===== src/rtl/cmp_sched_pkg.sv =====
// rtl/cmp_sched_pkg.sv - shared types, result encoding and id-width helper for cmp_scheduler
package cmp_sched_pkg;

    typedef enum logic [1:0] {
        IDLE = 2'd0,
        CMP  = 2'd1,
        RESP = 2'd2
    } state_t;

    // {alb, aeb, asb}; exactly one bit set for any comparison
    localparam logic [2:0] RES_ALB = 3'b100;
    localparam logic [2:0] RES_AEB = 3'b010;
    localparam logic [2:0] RES_ASB = 3'b001;

    function automatic int id_width(input int n);
        return (n <= 2) ? 1 : $clog2(n);
    endfunction

endpackage


===== src/rtl/cmp_core.sv =====
// rtl/cmp_core.sv - combinational unsigned three-way magnitude comparator
module cmp_core
    import cmp_sched_pkg::*;
#(
    parameter int WIDTH = 4
) (
    input  logic [WIDTH-1:0] a,
    input  logic [WIDTH-1:0] b,
    output logic             alb,
    output logic             aeb,
    output logic             asb
);

    logic [2:0] res;

    always_comb begin
        res = RES_ASB;
        if (a > b) begin
            res = RES_ALB;
        end else if (a == b) begin
            res = RES_AEB;
        end
    end

    assign {alb, aeb, asb} = res;

endmodule


===== src/rtl/cmp_scheduler.sv =====
// rtl/cmp_scheduler.sv - round-robin scheduler sharing one comparator; CMP_SCHED_STATS_EN adds rsp_count
module cmp_scheduler
    import cmp_sched_pkg::*;
#(
    parameter int  N_REQ = 4,
    parameter int  WIDTH = 4,
    localparam int ID_W  = id_width(N_REQ)
) (
    input  logic                   clk,
    input  logic                   rst_n,
    input  logic [N_REQ-1:0]       req_valid,
    input  logic [N_REQ*WIDTH-1:0] req_a,
    input  logic [N_REQ*WIDTH-1:0] req_b,
    output logic [N_REQ-1:0]       req_ready,
    output logic                   rsp_valid,
    input  logic                   rsp_ready,
    output logic [ID_W-1:0]        rsp_id,
    output logic                   rsp_alb,
    output logic                   rsp_aeb,
    output logic                   rsp_asb
`ifdef CMP_SCHED_STATS_EN
    ,
    output logic [15:0]            rsp_count
`endif
);

    state_t            state;
    state_t            state_nxt;
    logic [ID_W-1:0]   rr_ptr;
    logic [ID_W-1:0]   gidx;
    logic [ID_W-1:0]   id_q;
    logic              found;
    logic              accept;
    logic              hs;
    logic [WIDTH-1:0]  a_q;
    logic [WIDTH-1:0]  b_q;
    logic              c_alb;
    logic              c_aeb;
    logic              c_asb;
    int                j;

    // First valid requester at or after rr_ptr, wrapping modulo N_REQ
    always_comb begin
        found = 1'b0;
        gidx  = '0;
        j     = 0;
        for (int i = 0; i < N_REQ; i++) begin
            j = int'(rr_ptr) + i;
            if (j >= N_REQ) begin
                j = j - N_REQ;
            end
            if (!found && req_valid[j]) begin
                found = 1'b1;
                gidx  = ID_W'(j);
            end
        end
    end

    // Gated by rst_n so no grant is visible while reset is held
    assign accept = rst_n && (state == IDLE) && found;
    assign hs     = (state == RESP) && rsp_ready;

    always_comb begin
        req_ready       = '0;
        req_ready[gidx] = accept;
    end

    always_comb begin
        state_nxt = state;
        rsp_valid = 1'b0;
        case (state)
            IDLE: begin
                if (|req_valid) begin
                    state_nxt = CMP;
                end
            end
            CMP: begin
                state_nxt = RESP;
            end
            RESP: begin
                rsp_valid = 1'b1;
                if (rsp_ready) begin
                    state_nxt = IDLE;
                end
            end
            default: begin
                state_nxt = IDLE;
            end
        endcase
    end

    always_ff @(posedge clk or negedge rst_n) begin
        if (!rst_n) begin
            state <= IDLE;
        end else begin
            state <= state_nxt;
        end
    end

    cmp_core #(
        .WIDTH (WIDTH)
    ) u_cmp_core (
        .a   (a_q),
        .b   (b_q),
        .alb (c_alb),
        .aeb (c_aeb),
        .asb (c_asb)
    );

    always_ff @(posedge clk or negedge rst_n) begin
        if (!rst_n) begin
            rr_ptr  <= '0;
            id_q    <= '0;
            a_q     <= '0;
            b_q     <= '0;
            rsp_id  <= '0;
            rsp_alb <= 1'b0;
            rsp_aeb <= 1'b0;
            rsp_asb <= 1'b0;
        end else begin
            if (accept) begin
                a_q  <= req_a[gidx*WIDTH +: WIDTH];
                b_q  <= req_b[gidx*WIDTH +: WIDTH];
                id_q <= gidx;
            end
            // Result registers only load in CMP, so they hold after the handshake
            if (state == CMP) begin
                rsp_id  <= id_q;
                rsp_alb <= c_alb;
                rsp_aeb <= c_aeb;
                rsp_asb <= c_asb;
            end
            if (hs) begin
                rr_ptr <= (id_q == ID_W'(N_REQ - 1)) ? '0 : id_q + 1'b1;
            end
        end
    end

`ifdef CMP_SCHED_STATS_EN
    always_ff @(posedge clk or negedge rst_n) begin
        if (!rst_n) begin
            rsp_count <= '0;
        end else if (hs && (rsp_count != 16'hFFFF)) begin
            rsp_count <= rsp_count + 16'd1;
        end
    end
`endif

endmodule

===== config.mk =====
export PLATFORM = sky130hd
export DESIGN_NAME = cmp_scheduler
export DESIGN_NICKNAME = d
export VERILOG_FILES = /design/src/rtl/cmp_sched_pkg.sv /design/src/rtl/cmp_core.sv /design/src/rtl/cmp_scheduler.sv
export SDC_FILE = /design/constraint.sdc
export NUM_CORES = 1
export LEC_CHECK = 0
export ABC_AREA = 1
export BUFFER_PORTS_ARGS = -buffer_cell sky130_fd_sc_hd__buf_2
export CORE_ASPECT_RATIO = 0.6
export CORE_UTILIZATION = 51
export DETAILED_ROUTE_END_ITERATION = 10
export PLACE_DENSITY_LB_ADDON = 0.15
export SYNTH_ARGS = -nofsm -noshare
export SYNTH_HDL_FRONTEND = slang
export SYNTH_HIERARCHICAL = 1
export SYNTH_SLANG_ARGS = --single-unit

===== constraint.sdc =====
create_clock -name clk -period 2.73 [get_ports clk]
set_input_delay 0.819 -clock clk [delete_from_list [all_inputs] [get_ports clk]]
set_output_delay 0.819 -clock clk [all_outputs]
set_load 0.01 [all_outputs]

# Word-level counts from Yosys, hierarchy flattened
# Cells that the tools add are included.
[classes]
n_addsub = 8
shifts = 2
bitwise = 1
magnitude_cmp = 11
n_reduce_logical = 13
eq_ne = 6
muxes = 33
[op_table]
columns = ["operator", "count"]
rows = [
  ["$lt A32 B4 Y1 const B", 4],
  ["$mux W32", 4],
  ["$shiftx A16 B5 Y4", 2],
  ["$mux W2", 8],
  ["$mux W1", 14],
  ["$sub A3 B3 Y4 const B", 3],
  ["$ge A3 B3 Y1 const B", 3],
  ["$bmux W1 S2", 4],
  ["$logic_and A1 B1 Y1", 7],
  ["$add A2 B2 Y3 const B", 2],
  ["$pmux W2 S3", 1],
  ["$and A4 B4 Y4", 1],
  ["$eq A2 B2 Y1 const B", 2],
  ["$eq A4 B4 Y1", 1],
  ["$gt A4 B4 Y1", 1],
  ["$reduce_or A4 Y1", 1],
  ["$sub A2 B3 Y4 const B", 1],
  ["$add A2 B1 Y3 const B", 1],
  ["$ge A2 B3 Y1 const B", 1],
  ["$logic_not A1 Y1", 3],
  ["$lt A2 B3 Y1 const B", 1],
  ["$mux W3", 1],
  ["$add A2 B1 Y2 const B", 1],
  ["$demux W1 S2", 1],
  ["other kinds (6)", 6],
]
[word_totals]
in_bits = 39
reg_bits = 19
word_cells = 83
output_inout_bits = 10

# Depth between registers and ports, before layout
# Gate-level depths: netlist of run 1.
[logic_depth]
word_depth = 20
depth_mapped = 15
ltp_nobuf = 13

# Hierarchy
# The synthesis of run 1 kept the hierarchy.
[modules_own_cells]
columns = ["mod", "n_inst", "seq_area_each_um2", "cells_each", "area_per_inst_um2"]
rows = [
  ["cmp_scheduler", 1, 475.5, 210, 1437.6],
  ["cmp_core", 1, 0.0, 21, 116.4],
]

# Least setup slack after synthesis of run 1
# Ideal clock, no wire load.
[synth_timing]
kind = "input-to-output"
from = "in req_valid[2]"
to = "out req_ready[0]"
setup_slack_ns = 0.004
required_ns = 1.911
path_buffers = 1
path_stages = 10
arrival_ns = 1.907
path_cell_list = "inv_1 -> nand2_1 -> nand3_1 -> nand2_1 -> nor2_1 -> nand2_4 -> nand2_8 -> nand2_4 -> buf_6 -> nor3_1"
[synth_via]
elab_chain_len = 18
word_cells_on_any_way = 33
cone_classes = "2 x order compare; 22 x mux; 1 x bitwise; 8 x reduce/logical"
[synth_lines]
columns = ["element", "line", "source"]
rows = [
  ["from (decl)", "cmp_scheduler.sv:11", "input logic [N_REQ-1:0] req_valid,"],
  ["$bmux W1 S2", "cmp_scheduler.sv:52", "if (!found && req_valid[j]) begin"],
  ["$mux W1 (implied by the code) (2 in series)", "cmp_scheduler.sv:52", ""],
  ["$mux W1", "cmp_scheduler.sv:52", ""],
  ["$logic_not A1 Y1", "cmp_scheduler.sv:52", ""],
  ["$logic_and A1 B1 Y1", "cmp_scheduler.sv:52", ""],
  ["$mux W1", "cmp_scheduler.sv:52", ""],
  ["$logic_not A1 Y1", "cmp_scheduler.sv:52", ""],
  ["$logic_and A1 B1 Y1", "cmp_scheduler.sv:52", ""],
  ["$mux W1", "cmp_scheduler.sv:52", ""],
  ["$logic_not A1 Y1", "cmp_scheduler.sv:52", ""],
  ["$logic_and A1 B1 Y1", "cmp_scheduler.sv:52", ""],
  ["$mux W2", "cmp_scheduler.sv:52", ""],
  ["$lt A2 B3 Y1 (implied by the code) / $ge A2 B1 Y1 (equally long branches)", "cmp_scheduler.sv:65", "req_ready[gidx] = accept;"],
  ["$logic_and A1 B1 Y1 (implied by the code)", "cmp_scheduler.sv:65", ""],
  ["$mux W1 (implied by the code)", "cmp_scheduler.sv:65", ""],
  ["$demux W1 S2", "cmp_scheduler.sv:65", ""],
  ["$and A4 B4 Y4 (no line) (*)", "--", ""],
  ["to (decl)", "cmp_scheduler.sv:14", "output logic [N_REQ-1:0] req_ready,"],
]
# Every way passes the cells marked *; elsewhere a longest branch is shown, timed or not. The select of a mux whose other input is x is not followed.

# Worst setup path after layout of run 1
[layout_timing]
from = "in req_valid[1]"
to = "out req_ready[3]"
# Same word-level chain as after synthesis.

==> out/metrics.csv, run 1 <==
stage,metric,value,unit
clocking,clkSlewWorstSetupHoldPaths,70,ps
timing,finClkSkew,7.39,ps
synth,async_flop_share,1.00,
routing,drcViolationCount,0,
timing,fmax,360,MHz
pwr,p_leak,1.32,nW
worst_setup_path,crit_top_cell,nand2_4,
routing,drt-vias-per-instance,5.34,
worst_setup_path,r2r-end,b_q[3],
hold_path,whs_path_depth,2,
worst_setup_path,max_stage_delay,160,ps
global_routing,track_usage,0.262,
synth,synth_commonest_cells,"nand2_1, nand3_1, inv_1",
clocking,cts_buffers,3,
synth,yosysMostFrequentCell,nand2_1,
worst_setup_path,critPathArrivalTime,1960,ps
worst_setup_path,worstPathMaxFanout,4,
global_routing,antenna_found_initial,0,
floorplan,die_y,44.8,µm
timing,fin_crit,2780,ps
cells_and_area,stdcell_area,0.00233,mm²
placement,dp_hpwl,2930,µm
synth,synth_top_cell_area_share,0.306,
routing,wl_per_cell,14.2,µm
clocking,cts-root-buf,clkbuf_8,
worst_setup_path,worstReg2RegStart,rr_ptr[0],
floorplan,dieArea,0.00328,mm²
synth,synthTopCellsByArea,"dfrtp_1, nand2_1, nand3_1",
routing,wirelength,4920,µm
synth,synth.distinct_cells,26,
job,cap_violations,0,
clocking,cts_tree,built,
global_routing,grt_pass1_wl,6450,µm
floorplan,pin_count,49,
worst_setup_path,setup.worst_path.class,in2out,
worst_setup_path,cp.required,1910,ps
clocking,clk_latency,260,ps
routing,firstDrtPassIters,5,
synth,syn_nets,275,
clocking,clockBufferDepth,2,
floorplan,start_util,0.538,
routing,drtIter0Drc,143,
global_routing,grt_max_degree,20,
worst_setup_path,path_cells,buf_6 > inv_4 > nand2_2 > nand2_4 > nand2_2 > nand2_4 > nand4_1 > nand3_2 > nand2_4 > a21oi_2 > buf_2,
synth,synth_top_area_cell,dfrtp_1,
status,status,"complete, but fails checks",
cells_and_area,diodes,0,
hold_path,worstHoldEndpoint,rsp_id[0],
placement,dp_slack,-112,ps
cells_and_area,utilization,0.807,
floorplan,core_area,0.00289,mm²
timing,finalCritPeriodShare,1.02,
cells_and_area,fin_nets,350,
global_routing,grt_pass1_vias,1479,
synth,yosysSeqAreaShare,0.306,
placement,routabilityCongestion,0.915,
synth,netlist_area,0.00155,mm²
worst_setup_path,rrSetupSlack,650,ps
cells_and_area,drive_gt1_frac,0.485,
placement,port_buffers,48,
timing,hold_violations,0,
pwr,power.density,1220,mW/mm²
global_routing,grt_overflow,0,
timing,finalSetupViolCount,2,
worst_setup_path,r2r_cells,11,
worst_setup_path,critPathLaunchType,input port,
timing,slew_viol_final,0,
synth,syn_inst,231,
synth,ys.flop_type,dfrtp_1,
synth,ys_ff_latch,19,
floorplan,dieWidth,73.3,µm
synth,ys_warn_count,6,
hold_path,min_from,rsp_id[0],
synth,synth_area_per_cell,6.73,µm²
clocking,cts_sinks,19,
clocking,htreeDepth,1,
timing,slew_headroom,0.760,
timing,rsz0062_at_grt,yes,
timing,setup_slack,-50.9,ps
status,violations,negative setup slack,
placement,placed_cell_area,0.00191,mm²
floorplan,num_rows,15,
worst_setup_path,cpMaxStageDelayCell,nand3_2,
cells_and_area,area_growth_syn_to_layout,50.2,%
pwr,irDropWorstVdd,0.516,mV
worst_setup_path,end_kind,primary output,
synth,synth_edf_count,0,
pwr,total_power,2.85,mW
routing,ant_nets,0,
worst_setup_path,crit_family,simple AND/OR/NAND/NOR gates,
worst_setup_path,critPathBufInv,3,
routing,vias,1853,
timing,tightest_slew,359,ps
hold_path,worstHoldPathType,reg2reg,
==> cells in the final DEF (no fill, tap or decap), drive strengths merged, types with 4 or more instances in the layout <==
master | synthesis | routed
nor2 | 12 | 12
ha | 5 | 5
o21ai | 6 | 6
inv | 25 | 24
dfrtp | 19 | 19
nand2 | 107 | 107
clkbuf | 1 | 4
a21oi | 4 | 4
nand3 | 37 | 37
nand4 | 4 | 4
buf | 5 | 74
==> cell type report <==
type / count / area, µm²
multi-input cells: 181 / 1120
fillers: 190 / 557
repair buffers: 75 / 507
flip-flops and latches: 19 / 478
inverters: 25 / 121
well taps: 42 / 52.6
clock buffers: 3 / 41.3
clock inverters: 1 / 5.00
repair inverters: 1 / 5.00
==> power breakdown <==
part | switching [mW] | total (mW) | internal, mW | leakage [nW]
clock network | 0.101 | 0.202 | 0.102 | 0.0255
registers | 0.115 | 0.534 | 0.419 | 0.234
logic | 1.25 | 2.11 | 0.866 | 1.06
==> how the worst max path moves through the flow <==
stage	start	endpoint	slack [ps]	cells after the start
floorplan	req_valid[2]	req_ready[0]	4	10
global placement	req_valid[2]	req_ready[0]	-50	11
detailed placement	req_valid[0]	req_ready[3]	-110	9
CTS	req_valid[2]	req_ready[1]	0.02	13
global route	rr_ptr[0]	req_ready[3]	-120	10
finish	req_valid[1]	req_ready[3]	-50	11
==> worst register-to-register path, delay by kind of cell, from the launching register on <==
kind                   cells  cell delay (ps)
flip-flops                 1              500
buffers and inverters      3              450
AND/OR/NAND/NOR            7              850
AO/OA/AOI/OAI              1              170
==> what timing repair did <==
| item | CTS | global route |
|---|---|---|
| resized for setup | 16 | 67 |
| pin swaps | 10 | 24 |
| setup buffers | 3 | 8 |
| hold buffers | 0 | 0 |
| endpoints found under the setup margin | 4 | 4 |
| gates cloned | 0 | 2 |
==> logic make-up after synthesis <==
| logic type | synth area share |
|---|---|
| adders and majority gates | 0.0403 |
| DFF | 0.306 |
| and+or+nand+nor | 0.498 |
| AOI/OAI and AO/OA | 0.0419 |
| muxes | 0.0217 |
| buffers and inverters | 0.0926 |
==> routing by layer <==
layer,routed length [µm],global-route usage
met5,0,0
met2,2200,0.409
met4,114,0.0863
met3,378,0.0603
met1,2230,0.362
==> state kept, by name, summed over array words and instances (netlist names) <==
register  count
a_q           4
b_q           4
id_q          2
rr_ptr        2
rsp_id        2
state         2
rsp_aeb       1
rsp_alb       1
rsp_asb       1
==> stage by stage <==
| stage | TNS, ps | instances | hold WS, ps |
|---|---|---|---|
| 6_report | -80.3 | 347 | 480 |
| 5_1_grt | -335 | 347 | 521 |
| 4_1_cts | 0 | 337 | 485 |
| 3_5_place_dp | -292 | 330 | 468 |
| 3_3_place_gp | -173 | 330 | 463 |
| 2_1_floorplan | 0 | 231 | 460 |
Power figures use the tool's default switching activity.
==> run 2: changes to the inputs <==
- SETUP_SLACK_MARGIN: not set -> 0.1
==> run 2 against run 1 <==
- the run now ends clean
- setup slack gained 52 ps
- utilization shrank 4.7 points
- die area unchanged
- combinational power shrank 8%
- count of clock-buffer cells in the layout unchanged
- non-clock buffer count is 3 lower
- register-to-register slack better by 120 ps
==> out/metrics.csv, run 2 (synthesis results as in run 1) <==
stage,metric,value,unit,change
worst_setup_path,cp.required,1910,ps,about the same
cells_and_area,area_growth_syn_to_layout,41.5,%,
floorplan,pin_count,49,,unchanged
routing,firstDrtPassIters,4,,-1
worst_setup_path,setup.worst_path.class,in2out,,
clocking,clk_latency,250,ps,about the same
timing,finalSetupTns,0,ps,+80.3 ps
timing,fin_crit,2730,ps,-51.5 ps
timing,fmax,366,MHz,+1.9%
routing,vias,1751,,-5.5%
routing,wirelength,4250,µm,-14%
placement,dp_hpwl,2980,µm,+1.4%
floorplan,dieWidth,73.3,µm,unchanged
floorplan,start_util,0.538,,unchanged
cells_and_area,fin_nets,346,,-1.1%
floorplan,core_area,0.00289,mm²,unchanged
worst_setup_path,critPathArrivalTime,1910,ps,-50 ps
cells_and_area,final_cell_mix,"nand2_1, buf_2, nand3_1",,
global_routing,track_usage,0.271,,+0.00881
cells_and_area,diodes,0,,unchanged
cells_and_area,drive_gt1_frac,0.449,,-0.0367
routing,ant_nets,0,,unchanged
worst_setup_path,rrSetupSlack,770,ps,+120 ps
worst_setup_path,worstPathMaxFanout,4,,unchanged
placement,routabilityCongestion,0.880,,-3.9%
cells_and_area,stdcell_area,0.00220,mm²,-5.8%
floorplan,num_rows,15,,unchanged
worst_setup_path,critPathLaunchType,input port,,
timing,slew_viol_final,0,,unchanged
timing,rsz0062_at_grt,yes,,
timing,tightest_slew,336,ps,-23.5 ps
worst_setup_path,critPathLaunch,req_valid[0],,
floorplan,dieArea,0.00328,mm²,unchanged
clocking,cts-root-buf,clkbuf_8,,
pwr,p_leak,1.25,nW,-5.6%
placement,port_buffers,48,,unchanged
global_routing,grt_pass1_wl,6630,µm,+2.8%
global_routing,grt_max_degree,20,,unchanged
pwr,irDropWorstVdd,0.568,mV,+10%
routing,drcViolationCount,0,,unchanged
global_routing,grt_pass1_vias,1506,,+1.8%
timing,hold_violations,0,,unchanged
job,cap_violations,0,,unchanged
cells_and_area,utilization,0.761,,-0.0468
clocking,clockBufferDepth,2,,unchanged
hold_path,worstHoldPathType,reg2reg,,
placement,placed_cell_area,0.00195,mm²,+2.1%
clocking,cts_tree,built,,
timing,finalCritPeriodShare,1.00,,-0.0189
timing,finalSetupViolCount,0,,-2
worst_setup_path,worstReg2RegStart,rr_ptr[0],,
clocking,clkSlewWorstSetupHoldPaths,70,ps,about the same
worst_setup_path,end_kind,primary output,,
cells_and_area,instances_no_fill,343,,-1.2%
pwr,total_power,2.64,mW,-7.2%
floorplan,die_y,44.8,µm,unchanged
worst_setup_path,r2r_cells,13,,+2
cells_and_area,final_common_cell,nand2_1,,
global_routing,grt_overflow,0,,unchanged
worst_setup_path,critPathCapture,req_ready[1],,
clocking,cts_sinks,19,,unchanged
timing,slew_headroom,0.776,,+0.0157
routing,drtIter0Drc,77,,-46%
clocking,ctsHoldBuffers,0,,unchanged
routing,drt-vias-per-instance,5.10,,-4.4%
timing,finClkSkew,2.52,ps,-4.87 ps
global_routing,antenna_found_initial,0,,unchanged
placement,dp.cells,333,,+0.91%
routing,wl_per_cell,12.4,µm,-13%
status,status,finished clean,,
worst_setup_path,r2r-end,b_q[2],,
clocking,cts_buffers,3,,unchanged
cells_and_area,top_regs,"a_q (4), b_q (4)",,
pwr,power.density,1200,mW/mm²,-1.5%
clocking,htreeDepth,1,,unchanged
run 2: area by class of cell:
class / count / area [µm²]
Clock buffer: 3 / 41.3
Clock inverter: 1 / 5.00
Timing Repair Buffer: 72 / 464
Tap cell: 42 / 52.6
Multi-Input combinational cell: 181 / 1040
Fill cell: 247 / 692
Sequential cell: 19 / 478
Inverter: 25 / 114
run 2: how the worst min path moves through the flow:
| stage | from | end | slack [ps] | cells past startpoint |
|---|---|---|---|---|
| global placement | rsp_id[1] | rsp_id[1] | 470 | 2 |
| detailed placement | rsp_id[1] | rsp_id[1] | 470 | 2 |
| global route | id_q[0] | rr_ptr[0] | 520 | 1 |
| finish | id_q[0] | rr_ptr[0] | 490 | 1 |
| floorplan | id_q[0] | rr_ptr[0] | 460 | 1 |
| CTS | id_q[0] | rr_ptr[0] | 490 | 1 |
run 2: worst max-delay path, cell delays in order:
cell and delay, ps:
buf_8 100, inv_6 50, nand2_2 50, nand2_2 80
nand2_2 60, nand2_4 90, buf_6 100, nand4_4 160
nand2_8 110, nand2_2 60, nor2_2 90, buf_2 130
run 2: report_power, final:
group,total [mW],switching [mW],internal (mW)
Sequential,0.510,0.0911,0.419
Clock,0.196,0.0943,0.101
Combinational,1.94,1.14,0.800
run 2: layer usage:
metal | part of all wire | routed length (µm) | global-route usage | vias up
li1 | - | - | - | 882
met1 | 0.48 | 2030 | 0.395 | 798
met2 | 0.44 | 1870 | 0.420 | 67
met3 | 0.078 | 331 | 0.0603 | 4
met4 | 0.0042 | 18 | 0.0431 | 0
met5 | 0 | 0 | 0 | -
run 2: what timing repair did:
item                       4_1_cts  5_1_grt
gates resized for setup         18       33
pin swaps                       10       16
setup endpoints to repair        4        4
buffers inserted                 4        2
run 2: through the flow:
stage          setup slack [ps]  hold slack, ps
3_3_place_gp              -18.6             468
5_1_grt                   -45.1             522
2_1_floorplan               105             460
3_5_place_dp              -78.5             473
4_1_cts                    24.0             489
6_report                  0.606             485
==> run 3: changes to the inputs <==
--- a/config.mk
+++ b/config.mk
@@ -7,6 +7,5 @@
 export LEC_CHECK = 0
-export ABC_AREA = 1
 export BUFFER_PORTS_ARGS = -buffer_cell sky130_fd_sc_hd__buf_2
 export CORE_ASPECT_RATIO = 0.6
-export CORE_UTILIZATION = 51
+export CORE_UTILIZATION = 49
 export DETAILED_ROUTE_END_ITERATION = 10
==> constraint.sdc (replaced) <==
create_clock -name clk -period 2.73 [get_ports clk]
set_input_delay 0.273 -clock clk [delete_from_list [all_inputs] [get_ports clk]]
set_output_delay 0.273 -clock clk [all_outputs]
set_load 0.01 [all_outputs]
==> run 3 against run 2 <==
- die area shrank 11%
- cell count is 39% lower
- via count is 34% lower
- clock power shrank 2%
- wire length is 28% lower
- global-route usage is 4.4 points lower
- combinational power is 57% lower
- utilization fell by 12 points
- critical path type is now reg2out
==> out/metrics.csv, run 3 <==
stage,metric,value,unit,change
worst_setup_path,setup.worst_path.class,reg2out,,
cells_and_area,multi_input_area,783,µm²,-25%
synth,synth_commonest_cells,"dfrtp_1, nand2_1, o31ai_1",,
placement,routabilityCongestion,0.819,,-6.9%
routing,drtIter0Drc,56,,-27%
synth,netlist_area,0.00133,mm²,-15%
cells_and_area,fillCellCount,207,,-16%
cells_and_area,final_common_cell,buf_2,,
clocking,cts-root-buf,clkbuf_8,,
synth,synth_top_family_by_area,compound AO/OA/AOI/OAI gates,,
routing,ant_nets,0,,unchanged
pwr,total_power,1.55,mW,-41%
clocking,clockBufferDepth,2,,unchanged
synth,synth_top_area_cell,dfrtp_1,,
global_routing,antenna_found_initial,0,,unchanged
clocking,cts_tree,built,,
worst_setup_path,worstPathMaxFanout,11,,+7
routing,wirelength,3080,µm,-28%
routing,drt-vias-per-instance,5.55,,+8.6%
routing,drcViolationCount,0,,unchanged
synth,yosysMostFrequentCell,dfrtp_1,,
cells_and_area,final_cell_mix,"buf_2, dfrtp_1, nand2_1",,
floorplan,pin_count,49,,unchanged
clocking,htreeDepth,1,,unchanged
global_routing,grt_overflow,0,,unchanged
timing,fmax,416,MHz,+13%
synth,synthAdderAreaFrac,0.0471,,+0.00687
timing,fin_crit,2410,ps,-323 ps
floorplan,dieArea,0.00293,mm²,-11%
synth,synth_mux_area_frac,0.119,,+0.0970
synth,syn_nets,175,,-36%
timing,fin_hold_ws,19.4,ps,-466 ps
synth,synth_edf_count,0,,unchanged
synth,async_flop_share,1.00,,unchanged
status,status,finished clean,,
timing,finalSetupViolCount,0,,unchanged
synth,syn_inst,131,,-43%
worst_setup_path,end_kind,primary output,,
pwr,irDropWorstVdd,0.453,mV,-20%
clocking,cts_buffers,3,,unchanged
floorplan,die_y,42.3,µm,-5.4%
worst_setup_path,worstReg2RegStart,rr_ptr[1],,
clocking,clkSlewWorstSetupHoldPaths,70,ps,about the same
timing,finClkSkew,5.80,ps,+3.28 ps
cells_and_area,area_growth_syn_to_layout,21.9,%,
placement,port_buffers,48,,unchanged
clocking,post_cts_buffers,0,,-4
global_routing,grt_max_degree,20,,unchanged
synth,synth_compound_area_frac,0.239,,+0.198
worst_setup_path,cp.required,2460,ps,+550 ps
cells_and_area,ff_latch_area,475,µm²,-0.52%
timing,rsz0062_at_grt,no,,
timing,finalSetupTns,0,ps,unchanged
timing,slew_viol_final,0,,unchanged
pwr,p_leak,0.806,nW,-35%
routing,firstDrtPassIters,4,,unchanged
synth,ys.flop_type,dfrtp_1,,
worst_setup_path,critPathArrivalTime,2130,ps,+220 ps
timing,slew_headroom,0.300,,-0.475
global_routing,grt_pass1_vias,1147,,-24%
placement,dp_hpwl,2480,µm,-17%
job,cap_violations,0,,unchanged
cells_and_area,fin_nets,222,,-36%
floorplan,core_area,0.00254,mm²,-12%
floorplan,start_util,0.523,,-0.0150
clocking,ctsResizeCount,0,,-18
cells_and_area,top_regs,"a_q (4), b_q (4)",,
routing,wl_per_cell,14.7,µm,+19%
synth,yosysSeqAreaShare,0.358,,+0.0522
global_routing,grt_pass1_wl,5290,µm,-20%
synth,synth.distinct_cells,37,,+42%
floorplan,dieWidth,69.2,µm,-5.5%
pwr,power.density,960,mW/mm²,-20%
clocking,ctsHoldBuffers,0,,unchanged
clocking,cts_sinks,19,,unchanged
cells_and_area,diodes,0,,unchanged
synth,ys_ff_latch,19,,unchanged
timing,hold_violations,0,,unchanged
global_routing,track_usage,0.226,,-0.0442
worst_setup_path,critPathLaunch,rr_ptr[1],,
synth,ys_warn_count,6,,unchanged
synth,synthTopCellsByArea,"dfrtp_1, o31ai_1, mux2_2",,
timing,tightest_slew,1050,ps,+711 ps
synth,synth_area_per_cell,10.1,µm²,+51%
hold_path,worstHoldPathType,in2async,,
routing,vias,1159,,-34%
clocking,clk_latency,250,ps,about the same
floorplan,num_rows,14,,-1
synth,synthXorXnorAreaFrac,0,,unchanged
worst_setup_path,critPathLaunchType,flop,,
synth,synth_top_cell_area_share,0.358,,+0.0522
timing,finalCritPeriodShare,0.881,,-0.118
cells_and_area,drive_gt1_frac,0.441,,-0.00783
worst_setup_path,r2r_cells,5,,-8
synth,yosys.area_share.simple,0.185,,-0.313
==> run 3: cell types whose count changed after synthesis, sizes merged, moves of 5 or more <==
cell / delta
a221o: +5
nand2: -97
inv: -18
nand3: -36
mux2: +7
o31ai: +8
==> run 3: final timing paths <==
path,endpoint,slack (ps)
worst max-delay path,req_ready[1],320
worst min-delay path,rsp_id[1],20
worst max register to register,b_q[1],570
worst min register to register,state[0],490
max in group asynchronous,rsp_alb,2510
min in group clk,state[1],240
==> run 3: power by group <==
group / switching [mW] / internal, mW
combinational: 0.448 / 0.395
sequential: 0.100 / 0.418
clock: 0.0883 / 0.104
total: 0.636 / 0.917
==> run 3: layout make-up <==
| type | instances | share of cell area |
|---|---|---|
| clock buffers | 4 | 0.0278 |
| inverters | 7 | 0.0162 |
| multi-input cells | 98 | 0.484 |
| flip-flops and latches | 19 | 0.294 |
| well taps | 32 | 0.0247 |
| repair buffers | 49 | 0.153 |
==> run 3: per-stage QoR <==
stage | instance area (µm²) | worst slack (ps) | std cells | utilization
floorplan | 1330 | 900 | 131 | -
global placement | 1570 | 622 | 205 | 0.619
detailed placement | 1570 | 535 | 205 | 0.619
CTS | 1620 | 321 | 209 | 0.637
global route | 1620 | 138 | 209 | 0.637
finish | 1620 | 324 | 209 | 0.637
==> run 3: metal layers <==
layer,global-route usage,part of all wire
met1,0.334,0.51
met2,0.350,0.44
met3,0.0361,0.042
met4,0.0531,0.0078
met5,0,0
==> run 3: critical path, stage by stage, from the launching register on <==
cell and delay [ps]:
dfrtp_1 440, nor3b_1 230, a211oi_1 120, o21bai_1 840, nor2_1 70, buf_2 180
==> run 3: logic make-up after synthesis <==
group	Yosys count
mux	13
compound gates	38
fa+ha+maj	5
flops	19
buf+inv	14
simple gates	42
